[config.mk]
export PLATFORM = sky130hd
export DESIGN_NAME = pair_triple_arbiter
export DESIGN_NICKNAME = d
export VERILOG_FILES = /design/src/rtl/pair_triple_arbiter_pkg.sv /design/src/rtl/PairTripleDetector_GL.sv /design/src/rtl/pair_triple_arbiter_rr_arbiter.sv /design/src/rtl/pair_triple_arbiter.sv
export SDC_FILE = /design/constraint.sdc
export NUM_CORES = 1
export LEC_CHECK = 0
export CAP_MARGIN = 20
export CORE_ASPECT_RATIO = 0.7
export CORE_MARGIN = 10
export CORE_UTILIZATION = 47
export CTS_CLUSTER_DIAMETER = 200
export DETAILED_ROUTE_END_ITERATION = 16
export GPL_TIMING_DRIVEN = 0
export PLACE_DENSITY = 0.89
export SYNTH_ARGS = -nofsm -noshare
export SYNTH_HDL_FRONTEND = slang
export SYNTH_SLANG_ARGS = --single-unit
export TNS_END_PERCENT = 1
[constraint.sdc]
create_clock -name clk -period 7.9 [get_ports clk]
set_input_delay 1.58 -clock clk [delete_from_list [all_inputs] [get_ports clk]]
set_output_delay 1.58 -clock clk [all_outputs]
set_load 0.05 [all_outputs]
[src/rtl/pair_triple_arbiter_pkg.sv]
// Shared definitions for the pair/triple arbiter slice.
// VOTE_W is the width of one requester vote; IN*_OFS give the bit position
// of each detector input inside a vote, which is packed as {in2,in1,in0}.
package pair_triple_arbiter_pkg;

    localparam int VOTE_W  = 3;
    localparam int IN0_OFS = 0;
    localparam int IN1_OFS = 1;
    localparam int IN2_OFS = 2;

endpackage : pair_triple_arbiter_pkg

[src/rtl/PairTripleDetector_GL.sv]
// Gate-level pair/triple (2-of-3 majority) detector.
// Ports:
//   in0, in1, in2 : the three vote bits
//   out           : 1 when at least two inputs are 1
// Built from AND/OR terms so that a known controlling value masks an X on
// another input (e.g. 1,1,X gives 1).
module PairTripleDetector_GL (
    input  logic in0,
    input  logic in1,
    input  logic in2,
    output logic out
);

    logic p01_s;
    logic p02_s;
    logic p12_s;

    assign p01_s = in0 & in1;
    assign p02_s = in0 & in2;
    assign p12_s = in1 & in2;
    assign out   = p01_s | p02_s | p12_s;

endmodule : PairTripleDetector_GL

[src/rtl/pair_triple_arbiter_rr_arbiter.sv]
// NREQ-wide round-robin grant generator.
// Ports:
//   clk, rst_n : clock, asynchronous active-low reset
//   req        : request vector
//   en         : the grant is taken this cycle when a request is present
//   grant      : one-hot grant (before the enable is applied)
//   grant_idx  : index of the granted requester
//   grant_any  : at least one request present
// The search starts at ptr and wraps; ptr moves just past the winner only
// when the grant is actually taken, so a stalled grant keeps its priority.
module pair_triple_arbiter_rr_arbiter #(
    parameter int NREQ  = 4,
    parameter int IDX_W = $clog2(NREQ)
) (
    input  logic             clk,
    input  logic             rst_n,
    input  logic [NREQ-1:0]  req,
    input  logic             en,
    output logic [NREQ-1:0]  grant,
    output logic [IDX_W-1:0] grant_idx,
    output logic             grant_any
);

    localparam logic [IDX_W-1:0] LAST_IDX = IDX_W'(NREQ - 1);

    logic [IDX_W-1:0] ptr_r;
    logic [IDX_W-1:0] ptr_next_s;
    logic [NREQ-1:0]  grant_s;
    logic [IDX_W-1:0] idx_s;
    logic [IDX_W-1:0] cand_idx_s;
    logic             found_s;
    int               cand_s;

    // Priority search starting at ptr, wrapping modulo NREQ.
    always_comb begin
        grant_s    = '0;
        idx_s      = '0;
        found_s    = 1'b0;
        cand_s     = 0;
        cand_idx_s = '0;
        for (int k = 0; k < NREQ; k++) begin
            cand_s = int'(ptr_r) + k;
            if (cand_s >= NREQ) begin
                cand_s = cand_s - NREQ;
            end else begin
                cand_s = cand_s;
            end
            cand_idx_s = IDX_W'(cand_s);
            if (!found_s && req[cand_idx_s]) begin
                found_s             = 1'b1;
                idx_s               = cand_idx_s;
                grant_s[cand_idx_s] = 1'b1;
            end else begin
                found_s = found_s;
            end
        end
    end

    // Next pointer: one past the winner, wrapping at NREQ-1.
    always_comb begin
        ptr_next_s = ptr_r;
        if (en && found_s) begin
            if (idx_s == LAST_IDX) begin
                ptr_next_s = '0;
            end else begin
                ptr_next_s = idx_s + IDX_W'(1);
            end
        end else begin
            ptr_next_s = ptr_r;
        end
    end

    // Pointer register.
    always_ff @(posedge clk or negedge rst_n) begin
        if (!rst_n) begin
            ptr_r <= '0;
        end else begin
            ptr_r <= ptr_next_s;
        end
    end

    assign grant     = grant_s;
    assign grant_idx = idx_s;
    assign grant_any = found_s;

endmodule : pair_triple_arbiter_rr_arbiter

[src/rtl/pair_triple_arbiter.sv]
// Shares one 2-of-3 majority detector among NREQ requesters.
// Ports:
//   clk, rst_n  : clock, asynchronous active-low reset
//   req_val     : per-requester vote valid
//   req_rdy     : per-requester accept (at most one bit high)
//   req_bits    : requester i vote in [3i+2:3i], ordered {in2,in1,in0}
//   resp_val    : output buffer holds a result
//   resp_rdy    : consumer accepts the result
//   resp_out    : majority of the accepted vote
//   resp_id     : requester that produced resp_out
//   resp_count  : completed response transfers, wrapping
// A single-entry output buffer may be drained and refilled in the same cycle.
module pair_triple_arbiter
    import pair_triple_arbiter_pkg::*;
#(
    parameter int NREQ  = 4,
    parameter int CNT_W = 8,
    localparam int IDX_W = $clog2(NREQ)
) (
    input  logic                   clk,
    input  logic                   rst_n,
    input  logic [NREQ-1:0]        req_val,
    output logic [NREQ-1:0]        req_rdy,
    input  logic [VOTE_W*NREQ-1:0] req_bits,
    output logic                   resp_val,
    input  logic                   resp_rdy,
    output logic                   resp_out,
    output logic [IDX_W-1:0]       resp_id,
    output logic [CNT_W-1:0]       resp_count
);

    logic              can_accept_s;
    logic [NREQ-1:0]   grant_s;
    logic [IDX_W-1:0]  grant_idx_s;
    logic              grant_any_s;
    logic [VOTE_W-1:0] sel_vote_s;
    logic              maj_s;
    logic              req_fire_s;
    logic              resp_fire_s;

    logic              resp_val_r;
    logic              resp_out_r;
    logic [IDX_W-1:0]  resp_id_r;
    logic [CNT_W-1:0]  resp_count_r;

    assign can_accept_s = !resp_val_r || resp_rdy;
    assign resp_fire_s  = resp_val_r && resp_rdy;

    pair_triple_arbiter_rr_arbiter #(
        .NREQ  (NREQ),
        .IDX_W (IDX_W)
    ) u_rr (
        .clk       (clk),
        .rst_n     (rst_n),
        .req       (req_val),
        .en        (can_accept_s),
        .grant     (grant_s),
        .grant_idx (grant_idx_s),
        .grant_any (grant_any_s)
    );

    // rst_n gates req_rdy because reset clears resp_val, which would
    // otherwise make can_accept true while the block is held in reset.
    assign req_rdy    = grant_s & {NREQ{can_accept_s && rst_n}};
    assign req_fire_s = grant_any_s && can_accept_s;

    // NREQ:1 mux selecting the granted requester's vote.
    always_comb begin
        sel_vote_s = '0;
        for (int i = 0; i < NREQ; i++) begin
            if (grant_idx_s == IDX_W'(i)) begin
                sel_vote_s = req_bits[VOTE_W*i +: VOTE_W];
            end else begin
                sel_vote_s = sel_vote_s;
            end
        end
    end

    PairTripleDetector_GL u_det (
        .in0 (sel_vote_s[IN0_OFS]),
        .in1 (sel_vote_s[IN1_OFS]),
        .in2 (sel_vote_s[IN2_OFS]),
        .out (maj_s)
    );

    // Output buffer: load on request fire, clear on a lone response fire.
    always_ff @(posedge clk or negedge rst_n) begin
        if (!rst_n) begin
            resp_val_r <= 1'b0;
            resp_out_r <= 1'b0;
            resp_id_r  <= '0;
        end else if (req_fire_s) begin
            resp_val_r <= 1'b1;
            resp_out_r <= maj_s;
            resp_id_r  <= grant_idx_s;
        end else if (resp_fire_s) begin
            resp_val_r <= 1'b0;
        end else begin
            resp_val_r <= resp_val_r;
        end
    end

    // Completed-transfer counter, wraps naturally at 2^CNT_W.
    always_ff @(posedge clk or negedge rst_n) begin
        if (!rst_n) begin
            resp_count_r <= '0;
        end else if (resp_fire_s) begin
            resp_count_r <= resp_count_r + CNT_W'(1);
        end else begin
            resp_count_r <= resp_count_r;
        end
    end

    assign resp_val   = resp_val_r;
    assign resp_out   = resp_out_r;
    assign resp_id    = resp_id_r;
    assign resp_count = resp_count_r;

endmodule : pair_triple_arbiter

==> out/summary.md <==
The flow ran to the end, and the final reports show no timing, DRC or antenna violations. The TritonCTS buffer count came out at 3. The average instance in the mapped netlist occupies 9.92 sq um.

The run gives 0 as the count of antenna diodes in the layout. The logs give 118 for the number of instances in the synthesized netlist and 16 for the maximum number of pins on one net before global-route repair. Critical path startpoint category: an input pin. Net switching is 51.7% of the power. The number of port buffers came out at 34. The share of post-route cells with drive strength above 1 was 10.9%; the maximum achievable frequency was 0.174 GHz. Worst reg2reg path startpoint: u_rr.ptr_r[0]. The worst hold path was traced through 2 stages. The library cells used most frequently in the layout, excluding fill and tap cells, are 34 x clkdlybuf4s50_1, 14 x dfrtp_1, 12 x nand2_1, 12 x ha_1, 9 x nor2_1.

Summed over all layers, the global routing overflow is 0. The Yosys step of the flow raised 0 warnings. The largest family of logic cells by synthesized area was compound AO/OA/AOI/OAI gates. Across the run, the number of max-cap violations was 0. Routability-driven placement finished with a final weighted congestion of 0.794.

The number of global-route vias before repair is 1029, and the die height is 61.8 um. Registers are responsible for 20.8% of the overall power. The type of the tightest min-delay check was reg -> reg. After detailed routing, the number of vias per cell comes to 5.44.

The internal portion of the total power is 0.319 mW. In this run, distinct cell masters in the synthesized netlist total 38. The tools report the violation count after the first detailed-route iteration as 39.

The clock arrives with 0.00137 ns of skew. After synthesis, flip-flops and latches occupy 29.9% of the total area. The analysis attributes to cell leakage a power of 0.660 nW. The measured slew at the worst slew-check pin is 0.736 ns, and the half-perimeter wire length of the detailed placement result is 2.30 mm.

In this run, the combinational gates consume 71.3% of the power. The area of the mapped netlist was 1170 sq um. Per report_power, the clock group accounts for 7.9% of the total. The die boundary width is 79.7 um.

Most used flip-flop cell after synthesis: dfrtp_1. The number of register bits inferred by synthesis works out to 14. In the final routed layout, each cell accounts on average for 14.8 um. The share of the synthesized netlist area taken by xor and xnor gates works out to 5.24%. The critical path is of the in -> out type. Once the floorplan was initialized, standard cells occupied 48.4% of the core.

The tools report the worst slew margin relative to its limit as 50.4%. The worst register-to-register path ends at resp_out. Setup violations remaining at the end of the flow were counted as 0.

The tools report the sum of negative setup slack as 0 ns. Across the VDD grid, the largest voltage drop is 0.166 mV. The first detailed-routing pass ran for 4 iterations.

In this run the power density over the cells is 416 nW/um^2. For the clock sink count, the log shows 14. TritonCTS built the clock tree.

After synthesis, the share of cell area in mux cells is 13.8%. The clock transition at the register clock pins on the worst setup and hold paths after CTS is 0.09 ns, and the remaining antenna violation count is 0. When the netlist entered floorplanning its net count stood at 149. The cell row count is 15, and the global-route wire length before repair is 4.71 mm. The number of primary I/O pins was 35. Leaving out fill and tap cells, the most frequent cell in the layout is clkdlybuf4s50_1. After layout, the design draws a total of 0.661 mW. Number of enable-type register cells in the synthesized netlist: 0.

After synthesis, the share of flip-flops with an asynchronous set or reset is 100%. STA classifies the critical path endpoint as an output pin. The post-synthesis share of cell area spent on full adders, half adders and majority gates came out at 15.4%. Buffer depth of the longest clock path: 2. The clock period minus final worst setup slack is 5.74 ns, and the internal reg-to-reg setup slack is 4.98 ns. The floorplan step defined a die boundary enclosing 4920 sq um. For the critical path data required time, the log shows 6.32 ns. The synthesized netlist devotes 16.9% of its cell area to compound gates. The run gives 0.342 mW as the switching power total. Summing the areas of all and, or, nand and nor instances in the mapped netlist gives 15.6% of the synthesized area.

Post-CTS repair changed the size of 0 cells. Post-route DRC violation count: 0. The number of levels the H-tree was split into came out at 1.

Wires add up to 2.82 mm. Initial antenna violation count: 0. The logs give 0 for the count of pins over their slew limit and 191 for the number of fill cells in the layout. The maximum fanout along the worst path came out at 8. Setup repair after global routing left no endpoint under its margin.

Relative to the synthesized area, the layout overhead comes to 35.8%. The global-route usage over all layers is 11.6%. The detailed router placed 1034 vias in this run. The net count of the finished layout is 188. The tree is rooted in a clkbuf_4. Measured in cells, the most critical reg-to-reg path has a length of 11. At the later pin of the worst-skew pair, clock insertion delay measures 0.28 ns. The number of hold violations in the final report was 0; the core area was 2420 sq um. The core occupancy in the finished layout was 65.7%.

For hold timing, the worst endpoint is resp_out. The logs give 0 for the number of post-CTS setup repair buffers and 0 for the number of buffers added to fix hold violations after cts. After layout, the worst path uses 72.6% of the clock period. Arrival time reported for the critical path endpoint: 4.16 ns.

The startpoint identified for the worst hold timing path is resp_out.
## cell type report
| cell class | instances | area, sq um | area share, % |
|---|---|---|---|
| inverters | 7 | 26.3 | 1.65 |
| flip-flops and latches | 14 | 350 | 22.0 |
| plain buffers | 1 | 11.3 | 0.708 |
| clock buffers | 4 | 36.3 | 2.28 |
| well taps | 34 | 42.5 | 2.68 |
| repair buffers | 34 | 340 | 21.4 |
| multi-input cells | 96 | 783 | 49.3 |
## kinds of logic after synthesis
kind of cell	Yosys count
AND/OR/NAND/NOR	37
AO/OA/AOI/OAI	26
adder cells (fa/ha/maj)	15
flip-flops	14
multiplexers	11
buffers and inverters	8
XOR/XNOR	7
## synth_stat cells (2+ instances only)
library cell,count,area share [%]
a311oi_1,4,3.0
mux2i_4,2,3.8
mux2_2,2,1.9
nand3_1,3,1.3
nand2b_1,2,1.1
o21ai_1,4,1.7
o21ai_0,2,0.85
xor2_1,3,2.2
nor3b_1,2,1.3
mux2_1,2,1.9
xnor2_1,4,3.0
mux2i_1,2,1.7
nor3_1,2,0.85
nor2_1,9,2.9
nand3b_1,2,1.3
a21oi_1,4,1.7
and3b_1,2,1.5
ha_1,12,13
inv_1,7,2.2
maj3_1,3,2.6
a22oi_1,4,2.6
dfrtp_1,14,30
nand2_1,12,3.8
## power by group through the flow
stage	clock network [mW]	logic [mW]	registers, mW
after global routing	0.0560	0.507	0.143
final	0.0524	0.471	0.138
after global placement	0	0.452	0.136
after floorplan	0	0.264	0.216
after detailed placement	0	0.467	0.139
after CTS	0.0536	0.472	0.138
## worst max-delay path, cell delays in order
cell and delay (ns):
clkdlybuf4s50_1 0.55, mux2i_1 0.36, mux2i_2 0.22, nor2_2 0.21, a22oi_1 0.09, a311oi_1 0.28, clkdlybuf4s50_1 0.85
## layer usage
| metal | vias to the layer above | GRT usage [%] | part of all wire [%] |
|---|---|---|---|
| met3 | 2 | 3.30 | 6.5 |
| li1 | 501 | - | - |
| met1 | 496 | 14.0 | 43 |
| met5 | - | 0 | 0 |
| met4 | 0 | 3.05 | 0.57 |
| met2 | 35 | 20.2 | 50 |
## registers in the layout (all words and copies together), names as in the netlist
name	cells
u_rr.ptr_r	2
resp_out	1
resp_count	8
resp_val	1
resp_id	2
## worst max path at each step
stage                      end  slack (ns)  depth (start not counted)        from
finish              req_rdy[0]        2.16                          7  req_val[0]
floorplan           req_rdy[0]        2.78                          5  req_val[0]
global route        req_rdy[2]        1.97                          7  req_val[0]
CTS                 req_rdy[0]        2.16                          7  req_val[0]
global placement    req_rdy[2]        2.29                          7  req_val[0]
detailed placement  req_rdy[3]        2.19                          7  req_val[0]
## metrics by stage
step                      instances  setup slack, ns  hold WS [ns]  area [sq um]
after detailed placement        186             2.19         0.475          1550
after CTS                       190             2.16         0.495          1590
after floorplan                 118             2.78         0.611          1170
final                           190             2.16         0.489          1590
after global placement          186             2.29         0.458          1550
after global routing            190             1.97         0.530          1590
Note: power is estimated with default switching activity, not from simulation.
